**src/rtl/uart_rx.sv**
```systemverilog
// rtl/uart_rx.sv - UART receiver: line synchronizer, 8N1/8E1 deframer, show-ahead rx FIFO, idle timeout; optional parity via UART_RX_PARITY_EN
module uart_rx #(
    parameter int DEPTH = 8
) (
    input  logic                       clk_i,
    input  logic                       rst_ni,
    input  logic                       rx_i,
    input  logic                       en_i,
    input  logic [15:0]                baud_div_i,
    input  logic                       parity_en_i,
    input  logic [7:0]                 timeout_i,
    input  logic                       fifo_clr_i,
    input  logic                       rd_i,
    output logic [7:0]                 rd_data_o,
    output logic [$clog2(DEPTH):0]     level_o,
    output logic                       empty_o,
    output logic                       full_o,
    output logic                       frame_err_o,
    output logic                       parity_err_o,
    output logic                       overrun_o,
    output logic                       timeout_o
);

    localparam int AW = $clog2(DEPTH);

    typedef enum logic [2:0] {IDLE, START, DATA, PARITY, STOP} state_t;

    logic           rx_s1, rx_s2, rx_d;
    logic           rx, rx_fall;
    logic [15:0]    div, half, last;

    state_t         state_q, state_d;
    logic [15:0]    ccnt_q, ccnt_d;
    logic [2:0]     bcnt_q, bcnt_d;
    logic [7:0]     shreg_q, shreg_d;
    logic           push_q, push_d;
    logic           ferr_q, ferr_d;
    logic           perr_q, perr_d;
`ifdef UART_RX_PARITY_EN
    logic           par_q, par_d;
`else
    logic           unused_parity_en;
    assign unused_parity_en = parity_en_i;
`endif

    logic [7:0]     mem [DEPTH];
    logic [AW-1:0]  wptr_q, rptr_q;
    logic [AW:0]    level_q;
    logic           empty, full, do_push, do_pop, ovr_d, ovr_q;

    logic [15:0]    tclk_q;
    logic [7:0]     tcnt_q;
    logic           to_q, to_cond, to_kick;

    // Two-flop synchronizer plus a delay flop for falling-edge detection
    always_ff @(posedge clk_i or negedge rst_ni) begin
        if (!rst_ni) begin
            rx_s1 <= 1'b1;
            rx_s2 <= 1'b1;
            rx_d  <= 1'b1;
        end else begin
            rx_s1 <= rx_i;
            rx_s2 <= rx_s1;
            rx_d  <= rx_s2;
        end
    end

    assign rx      = rx_s2;
    assign rx_fall = rx_d & ~rx_s2;

    // Effective divisor is clamped to 4; start bit is checked half a bit in, later bits a full bit apart
    always_comb begin
        div  = (baud_div_i < 16'd4) ? 16'd4 : baud_div_i;
        half = {1'b0, div[15:1]};
        last = div - 16'd1;
    end

    // Deframer next-state logic
    always_comb begin
        state_d = state_q;
        ccnt_d  = ccnt_q;
        bcnt_d  = bcnt_q;
        shreg_d = shreg_q;
        push_d  = 1'b0;
        ferr_d  = 1'b0;
        perr_d  = 1'b0;
`ifdef UART_RX_PARITY_EN
        par_d   = par_q;
`endif
        if (!en_i) begin
            state_d = IDLE;
            ccnt_d  = '0;
            bcnt_d  = '0;
        end else begin
            case (state_q)
                IDLE: begin
                    if (rx_fall) begin
                        state_d = START;
                        ccnt_d  = '0;
`ifdef UART_RX_PARITY_EN
                        par_d   = 1'b0;
`endif
                    end
                end
                START: begin
                    if (ccnt_q == half) begin
                        ccnt_d = '0;
                        bcnt_d = '0;
                        state_d = rx ? IDLE : DATA;
                    end else begin
                        ccnt_d = ccnt_q + 16'd1;
                    end
                end
                DATA: begin
                    if (ccnt_q == last) begin
                        ccnt_d  = '0;
                        shreg_d = {rx, shreg_q[7:1]};
                        bcnt_d  = bcnt_q + 3'd1;
                        if (bcnt_q == 3'd7) begin
`ifdef UART_RX_PARITY_EN
                            state_d = parity_en_i ? PARITY : STOP;
`else
                            state_d = STOP;
`endif
                        end
                    end else begin
                        ccnt_d = ccnt_q + 16'd1;
                    end
                end
`ifdef UART_RX_PARITY_EN
                PARITY: begin
                    if (ccnt_q == last) begin
                        ccnt_d  = '0;
                        par_d   = ^{shreg_q, rx};
                        state_d = STOP;
                    end else begin
                        ccnt_d = ccnt_q + 16'd1;
                    end
                end
`endif
                STOP: begin
                    if (ccnt_q == last) begin
                        ccnt_d  = '0;
                        state_d = IDLE;
                        if (!rx) ferr_d = 1'b1;
`ifdef UART_RX_PARITY_EN
                        else if (par_q) perr_d = 1'b1;
`endif
                        else push_d = 1'b1;
                    end else begin
                        ccnt_d = ccnt_q + 16'd1;
                    end
                end
                default: state_d = IDLE;
            endcase
        end
    end

    // Deframer state, counters and the registered push/error pulses
    always_ff @(posedge clk_i or negedge rst_ni) begin
        if (!rst_ni) begin
            state_q <= IDLE;
            ccnt_q  <= '0;
            bcnt_q  <= '0;
            shreg_q <= '0;
            push_q  <= 1'b0;
            ferr_q  <= 1'b0;
            perr_q  <= 1'b0;
`ifdef UART_RX_PARITY_EN
            par_q   <= 1'b0;
`endif
        end else begin
            state_q <= state_d;
            ccnt_q  <= ccnt_d;
            bcnt_q  <= bcnt_d;
            shreg_q <= shreg_d;
            push_q  <= push_d;
            ferr_q  <= ferr_d;
            perr_q  <= perr_d;
`ifdef UART_RX_PARITY_EN
            par_q   <= par_d;
`endif
        end
    end

    // A full FIFO still accepts a push when the head is popped in the same cycle; clear wins over both
    assign empty   = (level_q == '0);
    assign full    = (level_q == (AW+1)'(DEPTH));
    assign do_pop  = rd_i & ~empty & ~fifo_clr_i;
    assign do_push = push_q & (~full | do_pop) & ~fifo_clr_i;
    assign ovr_d   = push_q & full & ~do_pop & ~fifo_clr_i;

    // FIFO storage, pointers, level and the overrun pulse
    always_ff @(posedge clk_i or negedge rst_ni) begin
        if (!rst_ni) begin
            for (int i = 0; i < DEPTH; i++) mem[i] <= '0;
            wptr_q  <= '0;
            rptr_q  <= '0;
            level_q <= '0;
            ovr_q   <= 1'b0;
        end else begin
            ovr_q <= ovr_d;
            if (fifo_clr_i) begin
                wptr_q  <= '0;
                rptr_q  <= '0;
                level_q <= '0;
            end else begin
                if (do_push) begin
                    mem[wptr_q] <= shreg_q;
                    wptr_q      <= wptr_q + AW'(1);
                end
                if (do_pop) rptr_q <= rptr_q + AW'(1);
                case ({do_push, do_pop})
                    2'b10:   level_q <= level_q + (AW+1)'(1);
                    2'b01:   level_q <= level_q - (AW+1)'(1);
                    default: level_q <= level_q;
                endcase
            end
        end
    end

    assign to_cond = ~empty & (state_q == IDLE) & (timeout_i != 8'd0);
    assign to_kick = do_push | do_pop | fifo_clr_i;

    // Idle timeout: counts whole bit periods while data waits in an idle receiver
    always_ff @(posedge clk_i or negedge rst_ni) begin
        if (!rst_ni) begin
            tclk_q <= '0;
            tcnt_q <= '0;
            to_q   <= 1'b0;
        end else begin
            if (to_kick) begin
                tclk_q <= '0;
                tcnt_q <= '0;
            end else if (to_cond) begin
                if (tclk_q == last) begin
                    tclk_q <= '0;
                    if (tcnt_q != 8'hff) tcnt_q <= tcnt_q + 8'd1;
                end else begin
                    tclk_q <= tclk_q + 16'd1;
                end
            end
            if (to_kick || empty) to_q <= 1'b0;
            else if (to_cond && (tcnt_q == timeout_i)) to_q <= 1'b1;
        end
    end

    assign rd_data_o    = mem[rptr_q];
    assign level_o      = level_q;
    assign empty_o      = empty;
    assign full_o       = full;
    assign frame_err_o  = ferr_q;
    assign parity_err_o = perr_q;
    assign overrun_o    = ovr_q;
    assign timeout_o    = to_q;

endmodule

```
**config.mk**
```make
export PLATFORM = sky130hd
export DESIGN_NAME = uart_rx
export DESIGN_NICKNAME = d
export VERILOG_FILES = /design/src/rtl/uart_rx.sv
export SDC_FILE = /design/constraint.sdc
export NUM_CORES = 1
export LEC_CHECK = 0
export BUFFER_PORTS_ARGS = -buffer_cell sky130_fd_sc_hd__buf_2
export CAP_MARGIN = 20
export CORE_MARGIN = 3
export CORE_UTILIZATION = 45
export DETAILED_ROUTE_END_ITERATION = 8
export PLACE_DENSITY = 0.67
export SETUP_SLACK_MARGIN = 0.4
export SYNTH_ARGS = -nofsm -noshare
export SYNTH_HDL_FRONTEND = slang
export SYNTH_SLANG_ARGS = --single-unit
```
**constraint.sdc**
```tcl
create_clock -name clk_i -period 4.1 [get_ports clk_i]
set_input_delay 0 -clock clk_i [delete_from_list [all_inputs] [get_ports clk_i]]
set_output_delay 0 -clock clk_i [all_outputs]
set_load 0.1 [all_outputs]
```
* After elaboration in Yosys (flattened, before gate mapping)
Index checks and enable logic that the tools add are counted.
** Word-level totals
- Bits of input ports :: 31
- Word-level logic and storage cells :: 143
- Flip-flop bits (word level) :: 135
** Cells by class
- Magnitude comparators :: 4
- Reduce and logical (&&, ||, !) cells :: 20
- Muxes and demuxes :: 47
- Eq/ne operators :: 19
- Add/sub/neg operators :: 9
- Bitwise operators :: 20
** Operator list (count)
- 16-bit two-way mux :: 8
- 64-bit bitwise mux :: 1
- 8-bit two-way mux :: 7
- 16-bit case mux with 3 select lines :: 1
- 3-bit two-way mux :: 13
- 16-bit by 1-bit adder with 16-bit output, second input constant :: 2
- 16-bit == test :: 2
- 8-bit binary-select mux with 3-bit select :: 1
- 8-bit demux with 3-bit select :: 1
- 16-bit by 15-bit == test with 1-bit output :: 1
- 16-bit by 3-bit less-than comparator with 1-bit output, second input constant :: 1
- 16-bit by 1-bit subtractor with 16-bit output, second input constant :: 1
- 3-bit inequality test, second input constant :: 5
- 3-bit case mux with 4 select lines :: 1
- 2-bit nonzero test :: 6
- 1-bit bitwise AND :: 10
- 1-bit two-way mux :: 10
- 3-bit by 1-bit adder with 3-bit output, second input constant :: 3
- 3-bit AND reduction :: 3
- 8-bit by 1-bit adder with 8-bit output, second input constant :: 1
- 8-bit == test :: 1
- 4-bit greater-or-equal comparator, second input constant :: 2
- 8-bit inequality test, second input constant :: 1
- 3-bit NOT with 4-bit output :: 2
- other kinds (26) :: 35

* Depth between registers and ports, before layout
Gate-level depths: netlist of run 1.
- Depth in word-level cells :: 11
- Gate-level depth with buffers :: 18

* Worst setup path after synthesis of run 1
No wires, ideal clock.
- Path type :: input-to-reg
- Start point :: in baud_div_i[14]
- End point :: reg tcnt_q[7]
- Required time :: 4022 ps
- Cell stages on the path :: 16
- Arrival :: 4624 ps
- Library setup time :: 78 ps
- Path slack :: -602 ps
- Cells stage by stage :: clkbuf_1 or4_4 nor4_2 clkbuf_1 nand2_1 nand2_1 ha_1 or4b_1 nor4_1 mux2i_1 xnor2_1 or4b_2 nor4_4 nand3_2 or4_1 a21oi_1
** On the way
- Cells in the longest elaborated chain, start to end :: 6
** Ends and longest elaborated chain
- start, declared :: line 9 : input logic [15:0] baud_div_i,
- 16-bit by 3-bit less-than comparator with 1-bit output :: line 73 : div = (baud_div_i < 16'd4) ? 16'd4 : baud_div_i;
- 16-bit two-way mux (*) :: line 73
- 16-bit by 1-bit subtractor with 16-bit output (*) :: line 75 : last = div - 16'd1;
- 16-bit == test (*) :: line 236 : if (tclk_q == last) begin
- 2-bit nonzero test (no line) (*)
- 3-bit AND reduction (no line) (*)
- end signal, assigned :: line 238 : if (tcnt_q != 8'hff) tcnt_q <= tcnt_q + 8'd1;
- end, declared :: line 52 : logic [7:0] tcnt_q;
Mark *: on every way between the ends. The rest lies on a longest branch, timed or not.
A chain may end at the register's enable or synchronous reset.

* Final worst setup path of run 1
- Start point :: in baud_div_i[14]
- End point :: reg shreg_q[6]
** On the way
- Cells in the longest elaborated chain, start to end :: 5
** Ends and longest elaborated chain
- 16-bit by 3-bit less-than comparator with 1-bit output :: line 73
- 16-bit two-way mux (*) :: line 73
- 16-bit by 1-bit subtractor with 16-bit output (*) :: line 75
- 16-bit == test (*) :: line 115 : if (ccnt_q == last) begin
- 3-bit AND reduction (no line) (*)
- end signal, assigned :: line 176 : shreg_q <= shreg_d;
- end, declared :: line 35 : logic [7:0] shreg_q, shreg_d;
Marks and branches as above.

==> impl_metrics.tcl, run 1 <==
set metrics [dict create \
    status "finished clean" \
    grt_util_met3 0.04889 \
    io_buffer_count 46 \
    fin_hold_ws_ns 0.003641 \
    cts_tree "done" \
    ios 49 \
    final_nets 970 \
    antenna_found_initial 0 \
    final_cell_mix "dfrtp_1 (132), mux2_2 (82), nand2_1 (76)" \
    synth-main-ff-cell "dfrtp_1" \
    fin_setup_tns_ns 0 \
    synthArstFlopShare 1.000 \
    vias 6988 \
    hold_viol_final 0 \
    final_common_cell "dfrtp_1" \
    cts-buffers-inserted 17 \
    grt_usage 0.2163 \
    yosys_warnings 0 \
    clock-sinks 135 \
    yosysUniqueCellTypes 71 \
    cts_root_buf "clkbuf_16" \
    wire_per_inst_um 18.41 \
    skew_ns 0.01234 \
    hold_class "in2async" \
    p_leak_nw 4.417 \
    peakVddDrop_mv 0.3129 \
    ys_seq_area_frac 0.3988 \
    core_um2 18210 \
    floorplan.initialDensity 0.4657 \
    grt_first_pass_wirelength_um 35200 \
    num_rows 49 \
    place_inst 1120 \
    die_h_um 143.3 \
    synth_seq_cells 135 \
    worst_slew_pin_slew_ns 0.8990 \
    gp_congestion 0.9617 \
    avgSynthCellArea_um2 9.793 \
    synth_edf_count 0 \
    critPathArrivalTime_ns 4.07 \
    fin_crit_ns 3.777 \
    grt_pass1_vias 6673 \
    grt_setup_unrepaired "yes" \
    fin_crit_sh 0.9213 \
    max_freq_mhz 264.7 \
    fin_cells 1169 \
    cts_buffer_depth 2 \
    routed_wl_um 21530 \
    worst-path-buf-inv 6 \
    grt_util_met1 0.3042 \
    grt_max_degree 109 \
    die_area_um2 20530 \
    finalSetupViolCount 0 \
    syn_to_final_growth_pct 18.13 \
    cp_cell_sequence "buf_6, or4_4, nor4_4, nand2_4, nand2_2, ha_4, or4b_4, nor4_4, mux2i_2, buf_4, buf_4, or2_2, and4_1, nand4_1, buf_4, nor4_4, buf_4, buf_6, mux2_2" \
    grtUsageMet2 0.3301 \
    busiest_layer "met2" \
    drtPass1Iterations 5 \
    slew_viol_final 0 \
    overflow 0 \
    post-route-drc-count 0 \
    clk_latency_ns 0.42 \
    drive_gt1_frac 0.2989 \
    netlist_area_um2 8481 \
    cp_max_fo 5 \
    n_antenna_cell 0 \
    ant_nets 0 \
    slowest_delay_ns 0.54 \
    synth_nets 908 \
    path_common_cell "buf_4" \
    htreeDepth 4 \
    cap_violations 0 \
    p_per_area_nw_per_um2 305.4 \
    num-fill-cells 1615 \
    maxSlewHeadroom 0.4007 \
    viasPerCell 5.978 \
    criticalPathCategory "in2reg" \
    synthCells 866 \
    end_kind "flip-flop" \
    cp_data_required_time_ns 4.40 \
    critical-path-top-delay-family "simple AND/OR/NAND/NOR gates" \
    slowest_stage "or4_4" \
    hpwl_um 14550 \
    die_x_um 143.3 \
    path_clk_slew_ns 0.06 \
    drt-initial-drc-count 557 \
    start_kind "input port" \
]
-- cells in the mapped netlist (8+ instances only) --
library cell  number  area [µm²]
a21oi_1           31       155.2
a31oi_1            8       50.05
and3_1            23       143.9
buf_1             11       41.29
clkbuf_1          42       157.7
dfrtp_1          132        3303
ha_1              10       125.1
inv_1             22       82.58
mux2_2            82       923.4
mux2i_1           11       110.1
mux4_2            16       360.4
nand2_1           80       300.3
nand3_1           32       160.2
nand4_1           16       100.1
nor2_1            61       229.0
nor3_1            19       95.09
nor4_1            19       118.9
o211ai_1          17       127.6
o21ai_0           32       160.2
or3_1              8       50.05
or4_1             12       90.09
xnor2_1           31       271.5
xor2_1            31       271.5
-- final timing paths --
check	from	end	slack (ns)	cells past startpoint
worst min-delay path	rst_ni	tcnt_q[7]$_DFFE_PN0P_	0.004	2
max in group asynchronous	rst_ni	rx$_DFF_PN1_	2.96	4
min in group clk_i	en_i	state_q[0]$_DFFE_PN0P_	0.03	3
worst max-delay path	baud_div_i[14]	shreg_q[6]$_DFFE_PN0P_	0.32	19
worst min register to register	rx_s1$_DFF_PN1_	rx$_DFF_PN1_	0.35	0
worst max register to register	ccnt_q[9]$_DFFE_PN0P_	bcnt_q[0]$_DFFE_PN0P_	1.09	9
-- stage by stage --
stage	setup WS, ns	instance area (µm²)	utilization	total power [W]
global route	0.1565	10020	0.5502	0.003181
detailed placement	-0.07434	9200	0.5053	0.001598
finish	0.3225	10020	0.5502	0.003060
floorplan	0.03152	8647	-	0.001502
global placement	0.005402	9200	0.5053	0.001597
CTS	0.3835	9831	0.5399	0.003080
-- state kept, by name, indices dropped and copies added (netlist names), 4 cells and up --
signal and cells:
mem 64, ccnt_q 16, tclk_q 16, shreg_q 8, tcnt_q 8, level_o 4
-- report_power, final --
part           switching (W)  internal [W]  leakage, nW  total [W]
Sequential        0.00000746       0.00134         1.87    0.00135
Clock               0.000612      0.000858        0.273    0.00147
Combinational       0.000157     0.0000881         2.27   0.000245
-- worst register-to-register path, delay by kind of cell, from the launching register on --
kind,cells,cell delay [ns]
AND/OR/NAND/NOR,5,1.64
flip-flops,1,0.55
AO/OA/AOI/OAI,3,0.44
multiplexers,1,0.27
-- area by class of cell --
cell class	instances	area, µm²	area share
Timing Repair Buffer	106	755.7	0.07543
Clock buffer	19	442.9	0.04421
Inverter	22	82.58	0.008243
Multi-Input combinational cell	646	4950	0.4941
Sequential cell	135	3382	0.3376
Tap cell	229	286.5	0.02860
Clock inverter	12	118.9	0.01186
-- per-layer routing --
metal	routed length, µm	vias to the layer above
met5	0	-
li1	-	3296
met3	1121	51
met4	572	0
met1	10020	3437
met2	9813	204
-- repair_timing --
| item | in CTS | in global routing |
|---|---|---|
| cloned | 0 | 1 |
| setup endpoints to repair | 11 | 46 |
| hold endpoints to repair | 118 | 0 |
| resized for setup | 1 | 26 |
| pin swaps | 2 | 4 |
| hold buffers | 4 | 0 |
| buffers inserted | 3 | 9 |
-- logic make-up (layout without fill, tap and decap cells) --
kind of cell             count (synthesis)  in the layout  synth area share
flip-flops                             135            135            0.3988
other                                    1              1         0.0004422
AO/OA/AOI/OAI                          133            133            0.1011
buffers and inverters                   85            159           0.04161
adder cells (fa/ha/maj)                 11             11           0.01711
multiplexers                           109            109            0.1644
XOR/XNOR                                63             63           0.06669
AND/OR/NAND/NOR                        329            329            0.2099
Note: power is estimated with default switching activity, not from simulation.
==> run 2, diff against run 1 <==
--- a/config.mk
+++ b/config.mk
@@ -7,11 +7,13 @@
 export LEC_CHECK = 0
 export BUFFER_PORTS_ARGS = -buffer_cell sky130_fd_sc_hd__buf_2
 export CAP_MARGIN = 20
+export CELL_PAD_IN_SITES_DETAIL_PLACEMENT = 1
+export CELL_PAD_IN_SITES_GLOBAL_PLACEMENT = 1
 export CORE_MARGIN = 3
 export CORE_UTILIZATION = 45
 export DETAILED_ROUTE_END_ITERATION = 8
-export PLACE_DENSITY = 0.67
-export SETUP_SLACK_MARGIN = 0.4
+export PLACE_DENSITY = 0.8
+export SETUP_SLACK_MARGIN = 0.05
 export SYNTH_ARGS = -nofsm -noshare
 export SYNTH_HDL_FRONTEND = slang
 export SYNTH_SLANG_ARGS = --single-unit
==> run 2 against run 1 <==
  * Global-route usage is 4.1 points higher
  * Via count up 1.1%
  * Cell count fell by 1.6%
  * Register-to-register slack lost 0.24 ns
  * Die area unchanged
  * Fmax decreased by 2.6%
  * Combinational power is 4% lower
  * Non-clock buffer count shrank 19
  * Critical endpoint is now bcnt_q[0]$_DFFE_PN0P_
  * Largest cell class unchanged
  * Largest power group unchanged
==> impl_metrics.tcl, run 2 (synthesis results as in run 1) <==
set metrics [dict create \
    status "finished clean" \
    cap_violations 0 \
    path_common_cell "nor4_4" \
    core_um2 18210 \
    cp_max_fo 5 \
    grt_setup_unrepaired "no" \
    swShare 0.2472 \
    routed_wl_um 25310 \
    wire_per_inst_um 22.01 \
    end_kind "flip-flop" \
    final_nets 951 \
    num-fill-cells 2045 \
    cts_buffer_depth 2 \
    worst_slew_pin_slew_ns 0.9174 \
    cts_root_buf "clkbuf_16" \
    cts-buffers-inserted 17 \
    slowest_stage "or4_1" \
    p_seq_frac 0.438 \
    hpwl_um 17850 \
    n_antenna_cell 0 \
    hold_viol_final 0 \
    finalSetupViolCount 0 \
    drt-initial-drc-count 414 \
    grt_first_pass_wirelength_um 41290 \
    die_area_um2 20530 \
    peakVddDrop_mv 0.2857 \
    num_rows 49 \
    cp_data_required_time_ns 4.39 \
    top_register "mem" \
    pwr-share-comb 0.076 \
    die_h_um 143.3 \
    drive_gt1_frac 0.2660 \
    criticalPathCategory "in2reg" \
    post-route-drc-count 0 \
    reg.largest.list "mem x64, ccnt_q x16, tclk_q x16" \
    slowest_delay_ns 0.57 \
    grt_max_degree 91 \
    ant_nets 0 \
    drtPass1Iterations 5 \
    path_clk_slew_ns 0.05 \
    viasPerCell 6.141 \
    final_cell_mix "dfrtp_1 (132), mux2_2 (82), nand2_1 (77)" \
    critPathArrivalTime_ns 4.17 \
    grt_pass1_vias 7478 \
    cp_cell_sequence "buf_2, or4_4, nor4_4, nand2_4, nand2_2, ha_4, or4b_4, buf_4, nor4_4, xnor2_1, a221oi_1, nand3_1, or4_1, o41ai_1, a21boi_1, mux2_2" \
    overflow 0 \
    slew_viol_final 0 \
    clock-sinks 135 \
    clk_latency_ns 0.42 \
    max_freq_mhz 257.7 \
    clkPwrFrac 0.486 \
    skew_ns 0.01000 \
    cts_tree "done" \
    maxSlewHeadroom 0.3884 \
    gp_congestion 0.9863 \
    p_leak_nw 4.282 \
    hold_class "in2reg" \
    htreeDepth 4 \
    ios 49 \
    vias 7062 \
    largest_register_ffs 64 \
    antenna_found_initial 0 \
    die_x_um 143.3 \
    fin_crit_sh 0.9463 \
    worst-path-buf-inv 2 \
    floorplan.initialDensity 0.4657 \
    fin_crit_ns 3.880 \
    p_int_w 0.002316 \
    fin_hold_ws_ns 0.02250 \
    grt_usage 0.2578 \
    critical-path-top-delay-family "simple AND/OR/NAND/NOR gates" \
    io_buffer_count 46 \
    start_kind "input port" \
    p_switching_w 0.0007605 \
    p_per_area_nw_per_um2 316.9 \
    final_common_cell "dfrtp_1" \
    syn_to_final_growth_pct 14.46 \
    utilization 0.5331 \
]
-- run 2: area by class of cell --
type,count,area [µm²],area share
Multi-Input combinational cell,646,4830,0.4976
Timing Repair Buffer,87,551.8,0.05684
Clock buffer,22,484.2,0.04988
Inverter,22,82.58,0.008507
Tap cell,229,286.5,0.02952
Sequential cell,135,3382,0.3484
Clock inverter,9,90.09,0.009281
-- run 2: power groups by stage --
stage               combinational, W  clock, W  sequential [W]
finish                      0.000235   0.00150         0.00135
global route                0.000258   0.00159         0.00135
CTS                         0.000234   0.00152         0.00135
detailed placement          0.000230         0         0.00137
global placement            0.000226         0         0.00137
floorplan                   0.000133         0         0.00137
-- run 2: path summary, 6_finish.rpt --
| path | endpoint | slack (ns) | startpoint | depth (start not counted) |
|---|---|---|---|---|
| setup reg to reg | bcnt_q[0]$_DFFE_PN0P_ | 0.85 | ccnt_q[9]$_DFFE_PN0P_ | 9 |
| hold / removal | state_q[0]$_DFFE_PN0P_ | 0.02 | en_i | 3 |
| setup / recovery | bcnt_q[0]$_DFFE_PN0P_ | 0.22 | baud_div_i[15] | 16 |
| min in group asynchronous | mem[35]$_DFFE_PN0P_ | 0.21 | rst_ni | 2 |
| max in group asynchronous | tclk_q[3]$_DFFE_PN0P_ | 2.77 | rst_ni | 3 |
| hold reg to reg | rx$_DFF_PN1_ | 0.36 | rx_s1$_DFF_PN1_ | 0 |
-- run 2: routing by layer --
layer	vias up	global-route usage	routed length, µm
met5	-	0	0
met4	0	0.06739	460
met3	41	0.04789	1015
met2	186	0.4258	12230
met1	3592	0.3516	11600
li1	3243	-	-
-- run 2: stage by stage --
| stage | std cells | setup TNS [ns] | cell area (µm²) | power, W | worst slack (ns) |
|---|---|---|---|---|---|
| after floorplan | 866 | 0 | 8582 | 0.001499 | 0.03266 |
| after global placement | 1116 | 0 | 9102 | 0.001596 | 0.01316 |
| after detailed placement | 1116 | -0.9668 | 9102 | 0.001600 | -0.1232 |
| after CTS | 1150 | 0 | 9707 | 0.003096 | 0.2093 |
| after global routing | 1150 | 0 | 9707 | 0.003190 | 0.05743 |
| final | 1150 | 0 | 9707 | 0.003076 | 0.2202 |
-- run 2: repair_timing --
action                                 4_1_cts  5_1_grt
resized for setup                            0        1
endpoints found under the hold margin       96        0
setup endpoints to repair                    0        2
setup buffers                                0        0
hold buffers                                 3        0
-- run 2: worst min-delay path: stages --
cell and delay [ns]:
buf_2 0.21, nand2_1 0.12, nor3b_1 0.05
